<file path="src/rtl/pacman_dir_pkg.sv">
// Direction encodings and FSM state type shared by the ghost motion blocks.
// Directions are one-hot so a request can be validated with a single population check.
package pacman_dir_pkg;

  localparam logic [3:0] DIR_NONE  = 4'b0000;
  localparam logic [3:0] DIR_DOWN  = 4'b0001;
  localparam logic [3:0] DIR_RIGHT = 4'b0010;
  localparam logic [3:0] DIR_UP    = 4'b0100;
  localparam logic [3:0] DIR_LEFT  = 4'b1000;

  typedef enum logic [1:0] {
    IDLE     = 2'd0,
    WAIT_DIR = 2'd1,
    MOVE     = 2'd2
  } ghost_state_t;

  function automatic logic is_onehot4(input logic [3:0] dir);
    return (dir != 4'b0000) && ((dir & (dir - 4'd1)) == 4'b0000);
  endfunction

endpackage

</file>
<file path="src/rtl/dir_request_filter.sv">
// Latches the most recent legal (one-hot) direction request until the FSM consumes it.
// A fresh legal request in the same cycle as a consume wins, so it is never lost.
module dir_request_filter
  import pacman_dir_pkg::*;
(
  input  logic       clk,
  input  logic       resetN,
  input  logic [3:0] dir_req,
  input  logic       clear,
  output logic [3:0] pending
);

  always_ff @(posedge clk or negedge resetN) begin
    if (!resetN) begin
      pending <= DIR_NONE;
    end else if (is_onehot4(dir_req)) begin
      pending <= dir_req;
    end else if (clear) begin
      pending <= DIR_NONE;
    end
  end

endmodule

</file>
<file path="src/rtl/ghost_move_ctrl.sv">
// Frame-rate ghost motion FSM: applies one-hot direction requests, steps the top-left
// position, backs off on wall collision or edge clamp and requests new directions.
module ghost_move_ctrl
  import pacman_dir_pkg::*;
#(
  parameter int unsigned INIT_X       = 300,
  parameter int unsigned INIT_Y       = 200,
  parameter int unsigned SPEED        = 1,
  parameter int unsigned X_MIN        = 0,
  parameter int unsigned X_MAX        = 608,
  parameter int unsigned Y_MIN        = 0,
  parameter int unsigned Y_MAX        = 448,
  parameter int unsigned REQ_PERIOD   = 32,
  parameter int unsigned WAIT_TIMEOUT = 8
) (
  input  logic        clk,
  input  logic        resetN,
  input  logic        startOfFrame,
  input  logic        enable,
  input  logic [3:0]  dirReq,
  input  logic        collision,
  output logic [10:0] topLeftX,
  output logic [10:0] topLeftY,
  output logic [3:0]  curDir,
  output logic        newDirReq,
  output logic        stuck
);

  localparam logic [11:0] SPEED12 = 12'(SPEED);
  localparam logic [11:0] X_MIN12 = 12'(X_MIN);
  localparam logic [11:0] X_MAX12 = 12'(X_MAX);
  localparam logic [11:0] Y_MIN12 = 12'(Y_MIN);
  localparam logic [11:0] Y_MAX12 = 12'(Y_MAX);
  localparam logic [7:0]  WAIT_LAST = 8'(WAIT_TIMEOUT - 1);
  localparam logic [7:0]  RUN_LAST  = 8'(REQ_PERIOD - 1);

  ghost_state_t state_reg, state_next;
  logic [10:0]  x_reg, x_next, y_reg, y_next;
  logic [10:0]  saved_x_reg, saved_x_next, saved_y_reg, saved_y_next;
  logic [3:0]   dir_reg, dir_next, blocked_reg, blocked_next;
  logic [7:0]   wait_cnt_reg, wait_cnt_next, run_cnt_reg, run_cnt_next;
  logic         req_reg, req_next, stuck_reg, stuck_next;
  logic         col_flag_reg, col_flag_next, first_reg, first_next;
  logic [3:0]   pending;
  logic         clear_pending;
  logic         col_now;

  // Step candidates in 12 bits; bit 11 of a minus result flags wrap below zero.
  logic [11:0]  x_plus, x_minus, y_plus, y_minus;
  logic [12:0]  x_low_diff, y_low_diff;
  logic [10:0]  step_x, step_y, edge_x, edge_y;
  logic         hit_edge;

  dir_request_filter u_filter (
    .clk     (clk),
    .resetN  (resetN),
    .dir_req (dirReq),
    .clear   (clear_pending),
    .pending (pending)
  );

  assign x_plus     = {1'b0, x_reg} + SPEED12;
  assign x_minus    = {1'b0, x_reg} - SPEED12;
  assign y_plus     = {1'b0, y_reg} + SPEED12;
  assign y_minus    = {1'b0, y_reg} - SPEED12;
  assign x_low_diff = {1'b0, x_minus} - {1'b0, X_MIN12};
  assign y_low_diff = {1'b0, y_minus} - {1'b0, Y_MIN12};

  always_comb begin
    step_x   = x_reg;
    step_y   = y_reg;
    edge_x   = x_reg;
    edge_y   = y_reg;
    hit_edge = 1'b0;
    case (dir_reg)
      DIR_DOWN: begin
        step_y = y_plus[10:0];
        if (y_plus > Y_MAX12) begin
          hit_edge = 1'b1;
          edge_y   = Y_MAX12[10:0];
        end
      end
      DIR_UP: begin
        step_y = y_minus[10:0];
        if (y_minus[11] || y_low_diff[12]) begin
          hit_edge = 1'b1;
          edge_y   = Y_MIN12[10:0];
        end
      end
      DIR_RIGHT: begin
        step_x = x_plus[10:0];
        if (x_plus > X_MAX12) begin
          hit_edge = 1'b1;
          edge_x   = X_MAX12[10:0];
        end
      end
      DIR_LEFT: begin
        step_x = x_minus[10:0];
        if (x_minus[11] || x_low_diff[12]) begin
          hit_edge = 1'b1;
          edge_x   = X_MIN12[10:0];
        end
      end
      default: ;
    endcase
  end

  // A collision coinciding with the frame tick belongs to the frame being evaluated.
  assign col_now = col_flag_reg | collision;

  always_comb begin
    state_next    = state_reg;
    x_next        = x_reg;
    y_next        = y_reg;
    saved_x_next  = saved_x_reg;
    saved_y_next  = saved_y_reg;
    dir_next      = dir_reg;
    blocked_next  = blocked_reg;
    wait_cnt_next = wait_cnt_reg;
    run_cnt_next  = run_cnt_reg;
    first_next    = first_reg;
    req_next      = 1'b0;
    clear_pending = 1'b0;
    col_flag_next = startOfFrame ? 1'b0 : col_now;

    if (!enable) begin
      state_next = IDLE;
    end else begin
      case (state_reg)
        IDLE: begin
          state_next    = WAIT_DIR;
          first_next    = 1'b1;
          wait_cnt_next = 8'd0;
        end
        WAIT_DIR: begin
          if (startOfFrame) begin
            if (first_reg) begin
              req_next      = 1'b1;
              first_next    = 1'b0;
              wait_cnt_next = 8'd0;
            end else if (is_onehot4(pending) && (pending != blocked_reg)) begin
              dir_next      = pending;
              clear_pending = 1'b1;
              blocked_next  = DIR_NONE;
              saved_x_next  = x_reg;
              saved_y_next  = y_reg;
              run_cnt_next  = 8'd0;
              state_next    = MOVE;
            end else if (wait_cnt_reg == WAIT_LAST) begin
              req_next      = 1'b1;
              wait_cnt_next = 8'd0;
            end else begin
              wait_cnt_next = wait_cnt_reg + 8'd1;
            end
          end
        end
        MOVE: begin
          if (startOfFrame) begin
            if (col_now || hit_edge) begin
              // Leaving MOVE already pulses, so the wait that follows does not add an entry pulse.
              x_next        = col_now ? saved_x_reg : edge_x;
              y_next        = col_now ? saved_y_reg : edge_y;
              blocked_next  = dir_reg;
              dir_next      = DIR_NONE;
              req_next      = 1'b1;
              wait_cnt_next = 8'd0;
              first_next    = 1'b0;
              state_next    = WAIT_DIR;
            end else begin
              saved_x_next = x_reg;
              saved_y_next = y_reg;
              x_next       = step_x;
              y_next       = step_y;
              if (is_onehot4(pending)) begin
                dir_next      = pending;
                clear_pending = 1'b1;
              end
              if (run_cnt_reg == RUN_LAST) begin
                req_next     = 1'b1;
                run_cnt_next = 8'd0;
              end else begin
                run_cnt_next = run_cnt_reg + 8'd1;
              end
            end
          end
        end
        default: state_next = WAIT_DIR;
      endcase
    end

    stuck_next = (state_next == WAIT_DIR);
  end

  always_ff @(posedge clk or negedge resetN) begin
    if (!resetN) begin
      state_reg    <= WAIT_DIR;
      x_reg        <= 11'(INIT_X);
      y_reg        <= 11'(INIT_Y);
      saved_x_reg  <= 11'(INIT_X);
      saved_y_reg  <= 11'(INIT_Y);
      dir_reg      <= DIR_NONE;
      blocked_reg  <= DIR_NONE;
      wait_cnt_reg <= 8'd0;
      run_cnt_reg  <= 8'd0;
      first_reg    <= 1'b1;
      req_reg      <= 1'b0;
      stuck_reg    <= 1'b1;
      col_flag_reg <= 1'b0;
    end else begin
      state_reg    <= state_next;
      x_reg        <= x_next;
      y_reg        <= y_next;
      saved_x_reg  <= saved_x_next;
      saved_y_reg  <= saved_y_next;
      dir_reg      <= dir_next;
      blocked_reg  <= blocked_next;
      wait_cnt_reg <= wait_cnt_next;
      run_cnt_reg  <= run_cnt_next;
      first_reg    <= first_next;
      req_reg      <= req_next;
      stuck_reg    <= stuck_next;
      col_flag_reg <= col_flag_next;
    end
  end

  assign topLeftX  = x_reg;
  assign topLeftY  = y_reg;
  assign curDir    = dir_reg;
  assign newDirReq = req_reg;
  assign stuck     = stuck_reg;

endmodule

</file>
<file path="config.mk">
export PLATFORM = sky130hd
export DESIGN_NAME = ghost_move_ctrl
export DESIGN_NICKNAME = d
export VERILOG_FILES = /design/src/rtl/pacman_dir_pkg.sv /design/src/rtl/dir_request_filter.sv /design/src/rtl/ghost_move_ctrl.sv
export SDC_FILE = /design/constraint.sdc
export NUM_CORES = 1
export LEC_CHECK = 0
export CELL_PAD_IN_SITES_DETAIL_PLACEMENT = 1
export CELL_PAD_IN_SITES_GLOBAL_PLACEMENT = 2
export CORE_ASPECT_RATIO = 0.5
export CORE_MARGIN = 10
export CORE_UTILIZATION = 37
export DETAILED_ROUTE_END_ITERATION = 12
export PLACE_DENSITY_LB_ADDON = 0.1
export SETUP_SLACK_MARGIN = 0.4
export SYNTH_ARGS = -nofsm -noshare
export SYNTH_HDL_FRONTEND = slang
export SYNTH_SLANG_ARGS = --single-unit
</file>
<file path="constraint.sdc">
create_clock -name clk -period 3.18 [get_ports clk]
set_input_delay 0.636 -clock clk [delete_from_list [all_inputs] [get_ports clk]]
set_output_delay 0.636 -clock clk [all_outputs]
set_load 0.01 [all_outputs]
</file>
==> results_tabular.tex <==
\begin{tabular}{lr}
\hline
Metric & Value \\
\hline
\multicolumn{2}{l}{\textbf{Cells and area}} \\
\quad Fraction of final layout cells with drive strength greater than 1 & 0.2871 \\
\quad Layout area overhead & 32.59\% \\
\quad Register Area & 1988 µm² \\
\quad Layout fillers & between 1000 and 1500 \\
\quad Count of non-filler cells in the finished layout & just under 800 \\
\quad Footprint of the multi-input gates & roughly 2700 µm² \\
\quad ANT cells & 0 \\
\quad Nets & 626 \\
\multicolumn{2}{l}{\textbf{Detailed routing}} \\
\quad Remaining design rule violation count & 0 \\
\quad Via Count & 4380 \\
\quad DR iter-0 viols & 209 \\
\quad Average wire per cell in the routed design & between 15 and 20 µm \\
\quad Mean number of vias per cell & 5.594 \\
\quad Total length of routed wires & between 15000 and 20000 µm \\
\quad Detailed-routing iteration count for the pre-antenna-repair pass & 4 \\
\quad Post-detailed-route count of antenna-violating nets & 0 \\
\multicolumn{2}{l}{\textbf{Power}} \\
\quad Power per cell area & 527.0 nW/µm² \\
\quad Worst supply voltage drop on vdd & 0.2313 mV \\
\quad Static leakage & 0.002521 µW \\
\multicolumn{2}{l}{\textbf{Run status}} \\
\quad Result of the run & finished, final reports clean \\
\multicolumn{2}{l}{\textbf{Clocking}} \\
\quad Maximum level of the CTS H-tree & 3 \\
\quad Clock tree from TritonCTS & done \\
\quad Hold Buf Count CTS & 0 \\
\quad Max Root-Sink Buffers & 2 \\
\quad Number of sinks handled by clock tree synthesis & 78 \\
\quad Clk slew on worst S/H paths & 0.06 ns \\
\quad Total clock buffers created by CTS & 9 \\
\quad Clock tree root buffer cell & clkbuf\_16 \\
\quad Worst-skew pair later-pin latency & 0.34 ns \\
\multicolumn{2}{l}{\textbf{Synth}} \\
\quad Unique cell type count in the Yosys netlist & 70 \\
\quad Sequential element share of the synthesized area & 0.4135 \\
\quad Predominant post-synthesis flop cell & dfrtp\_1 \\
\quad Fraction of the mapped netlist area in compound gates & 0.2213 \\
\quad Post-Syn Area & 4772 µm² \\
\quad Fraction of synthesized cell area taken by the top area cell type & 0.3199 \\
\quad Synth Area in XOR/XNOR & 0.02202 \\
\quad Total of flip-flops plus latches after synthesis & 78 \\
\quad Library cell with the largest summed area after synthesis & dfrtp\_1 \\
\quad Post-Synthesis Cells & 528 \\
\quad Synth Area in Simple Gates & 0.1990 \\
\quad Net count after synthesis & $\sim$550 \\
\quad Number of enable-type register cells in the synthesized netlist & 0 \\
\quad Average cell area after synthesis & 9.038 µm² \\
\quad Synth warnings & 0 \\
\quad Cell types with the largest area share after synthesis & dfrtp\_1 (32\%), dfstp\_2 (9.4\%), mux2\_2 (3.8\%), o21ai\_0 (3.6\%), a21oi\_1 (3.5\%) \\
\quad Synth Area in Adders & 0.02569 \\
\quad Mux share of post-synthesis cell area & 0.06686 \\
\quad Dominant combinational cell family by area after synthesis & compound AO/OA/AOI/OAI gates \\
\quad Async set-or-reset flop fraction in the synthesized netlist & 1.000 \\
\multicolumn{2}{l}{\textbf{Run}} \\
\quad Max-capacitance violation count & 0 \\
\multicolumn{2}{l}{\textbf{Placed design}} \\
\quad Final Wtd Congestion & 0.8776 \\
\quad Pre-CTS setup slack & 0.1843 ns \\
\quad \# port buffers & 36 \\
\quad Total placed cells including tap cells & roughly 740 \\
\quad DP Wirelength & 10480 µm \\
\multicolumn{2}{l}{\textbf{Die}} \\
\quad Die Width & 180.6 µm \\
\quad Overall die area & 18120 µm² \\
\quad Die H & roughly 100 µm \\
\quad Area of the placeable core & roughly 13000 µm² \\
\quad Number of core rows & 29 \\
\quad IO Pins & 37 \\
\quad Initial cell density of the core & 0.3779 \\
\multicolumn{2}{l}{\textbf{Global route}} \\
\quad Maximum number of pins on one net before global-route repair & 48 \\
\quad Via count of the first global-routing pass & 4530 \\
\quad Antenna violations before repair & 0 \\
\quad Global-route wire length before repair & 24370 µm \\
\quad GRT Resource Usage Total & 0.1629 \\
\quad Overall overflow remaining after global route & 0 \\
\multicolumn{2}{l}{\textbf{Critical path}} \\
\quad Required time worst endpoint & 3.43 ns \\
\quad Crit. End Element & flip-flop \\
\quad Type of the setup path with the least slack & reg -> reg \\
\quad Category of the worst setup path launch point & flip-flop \\
\quad Data arrival time at the worst-slack endpoint & 3.06 ns \\
\quad Largest driver fanout on the critical path & 6 \\
\quad Slack of the worst reg-to-reg path & 0.37 ns \\
\multicolumn{2}{l}{\textbf{Timing}} \\
\quad Count of final hold-check violations & 0 \\
\quad Sum Neg Setup Slack & 0 ns \\
\quad Max Clock Freq & between 300 and 400 MHz \\
\quad Final Cycle Share & 0.8852 \\
\quad Final setup violation count & 0 \\
\quad Final critical-path required period & 2.815 ns \\
\quad Transition time at the pin with the least slew margin & 0.8723 ns \\
\quad Final worst-path setup slack & approximately 0.37 ns \\
\quad Setup Skew & 0.006004 ns \\
\quad Unrepaired setup endpoints after global routing & true \\
\quad Number of pins exceeding their max-slew limit in the final report & 0 \\
\quad Tightest slew margin relative to the limit & 0.4109 \\
\multicolumn{2}{l}{\textbf{Min path}} \\
\quad Worst hold-check path type & in -> async \\
\hline
\end{tabular}
[worst max-delay path: stages, from the launching register on]
cell and delay [ns]:
dfrtp_2 0.41, or4b_4 0.55, or4_4 0.56, o211ai_2 0.09, a211oi_2 0.08, and4_4 0.24, a211o_1 0.33, or2_4 0.28
o31ai_2 0.17
[cell type report]
| cell class | count | area share |
|---|---|---|
| multi-input cells | 386 | 0.4344 |
| flip-flops and latches | 78 | 0.3142 |
| repair buffers | 99 | 0.1511 |
| clock buffers | 12 | 0.03896 |
| well taps | 170 | 0.03362 |
| inverters | 34 | 0.02017 |
| clock inverters | 4 | 0.007514 |
[cell usage after synthesis, types with 3 or more instances]
master,instances
a22o_1,6
nor2_1,34
a21oi_1,33
dfstp_2,17
clkbuf_1,24
or3_1,9
a31o_2,6
nand3b_1,3
nand2b_1,9
o21ai_1,11
a22oi_1,6
a211oi_1,4
nand2_1,32
a32oi_1,8
xor2_1,5
o21ai_0,34
nor4_1,7
inv_1,33
and2_1,6
and3_1,7
o31ai_1,3
a31oi_1,8
o22ai_1,9
nand4_1,4
xnor2_1,7
nand3_1,20
ha_1,9
or4_1,7
o211ai_1,5
and4_1,3
mux2_1,7
buf_2,5
mux2i_1,6
nor3_1,19
mux2_2,16
dfrtp_1,61
[logic make-up after synthesis]
logic type                 after synthesis
adders and majority gates               10
and+or+nand+nor                        177
muxes                                   29
DFF                                     78
xor gates and xnor gates                12
buffers and inverters                   64
AOI/OAI and AO/OA                      158
[placed cells by master, fill, tap and decap left out, types with 8 or more instances in the layout]
cell type and count:
dfrtp_1 49, o21ai_1 12, nor3_1 16, o22ai_1 9, a31oi_1 8, or3_1 9, nand3_1 16, nand2_1 32
o21ai_0 26, a21oi_1 33, a32oi_1 8, nor2_1 33, clkdlybuf4s50_1 35, inv_1 33, buf_4 53, dfstp_2 17
clkbuf_16 11, mux2_2 16, dfrtp_2 12, nand2b_1 9
[metrics by stage]
step / hold slack (ns) / cell area (µm²) / power [µW] / utilization
global route: 0.3684 / 6327 / 3502 / 0.5011
detailed placement: 0.4767 / 5520 / 2117 / 0.4372
global placement: 0.4801 / 5520 / 2099 / 0.4372
floorplan: 0.3404 / 4813 / 1773 / -
CTS: 0.3407 / 5983 / 3234 / 0.4738
finish: 0.3187 / 6327 / 3335 / 0.5011
[path summary, 6_finish.rpt]
kind,start,end,depth (start not counted)
setup / recovery,curDir[0]$_DFFE_PN0P_,wait_cnt_reg[6]$_DFFE_PN0P_,8
hold / removal,resetN,topLeftY[0]$_DFFE_PN0P_,1
setup reg to reg,curDir[0]$_DFFE_PN0P_,wait_cnt_reg[6]$_DFFE_PN0P_,8
hold reg to reg,saved_x_reg[4]$_DFFE_PN0P_,saved_x_reg[4]$_DFFE_PN0P_,1
max in group asynchronous,resetN,saved_x_reg[2]$_DFFE_PN1P_,2
min in group clk,saved_x_reg[4]$_DFFE_PN0P_,saved_x_reg[4]$_DFFE_PN0P_,1
[power by group]
group          switching, µW  internal, µW  leakage, µW
clock                    402           627     0.000143
sequential               139          1160     0.000944
combinational            516           486      0.00143
[metal layers]
layer | up-vias | track usage | routed length (µm)
met5 | - | 0 | 0
met3 | 13 | 0.02980 | 416
met2 | 58 | 0.2757 | 7545
met4 | 0 | 0.03634 | 102
met1 | 2198 | 0.2131 | 7222
li1 | 2111 | - | -
[repair_timing]
item / in CTS / in global routing
setup buffers: 16 / 14
cloned: 0 / 2
endpoints found under the hold margin: 0 / 0
pin swaps: 9 / 21
resized for setup: 16 / 53
endpoints found under the setup margin: 44 / 66
Note: power is estimated with default switching activity, not from simulation.
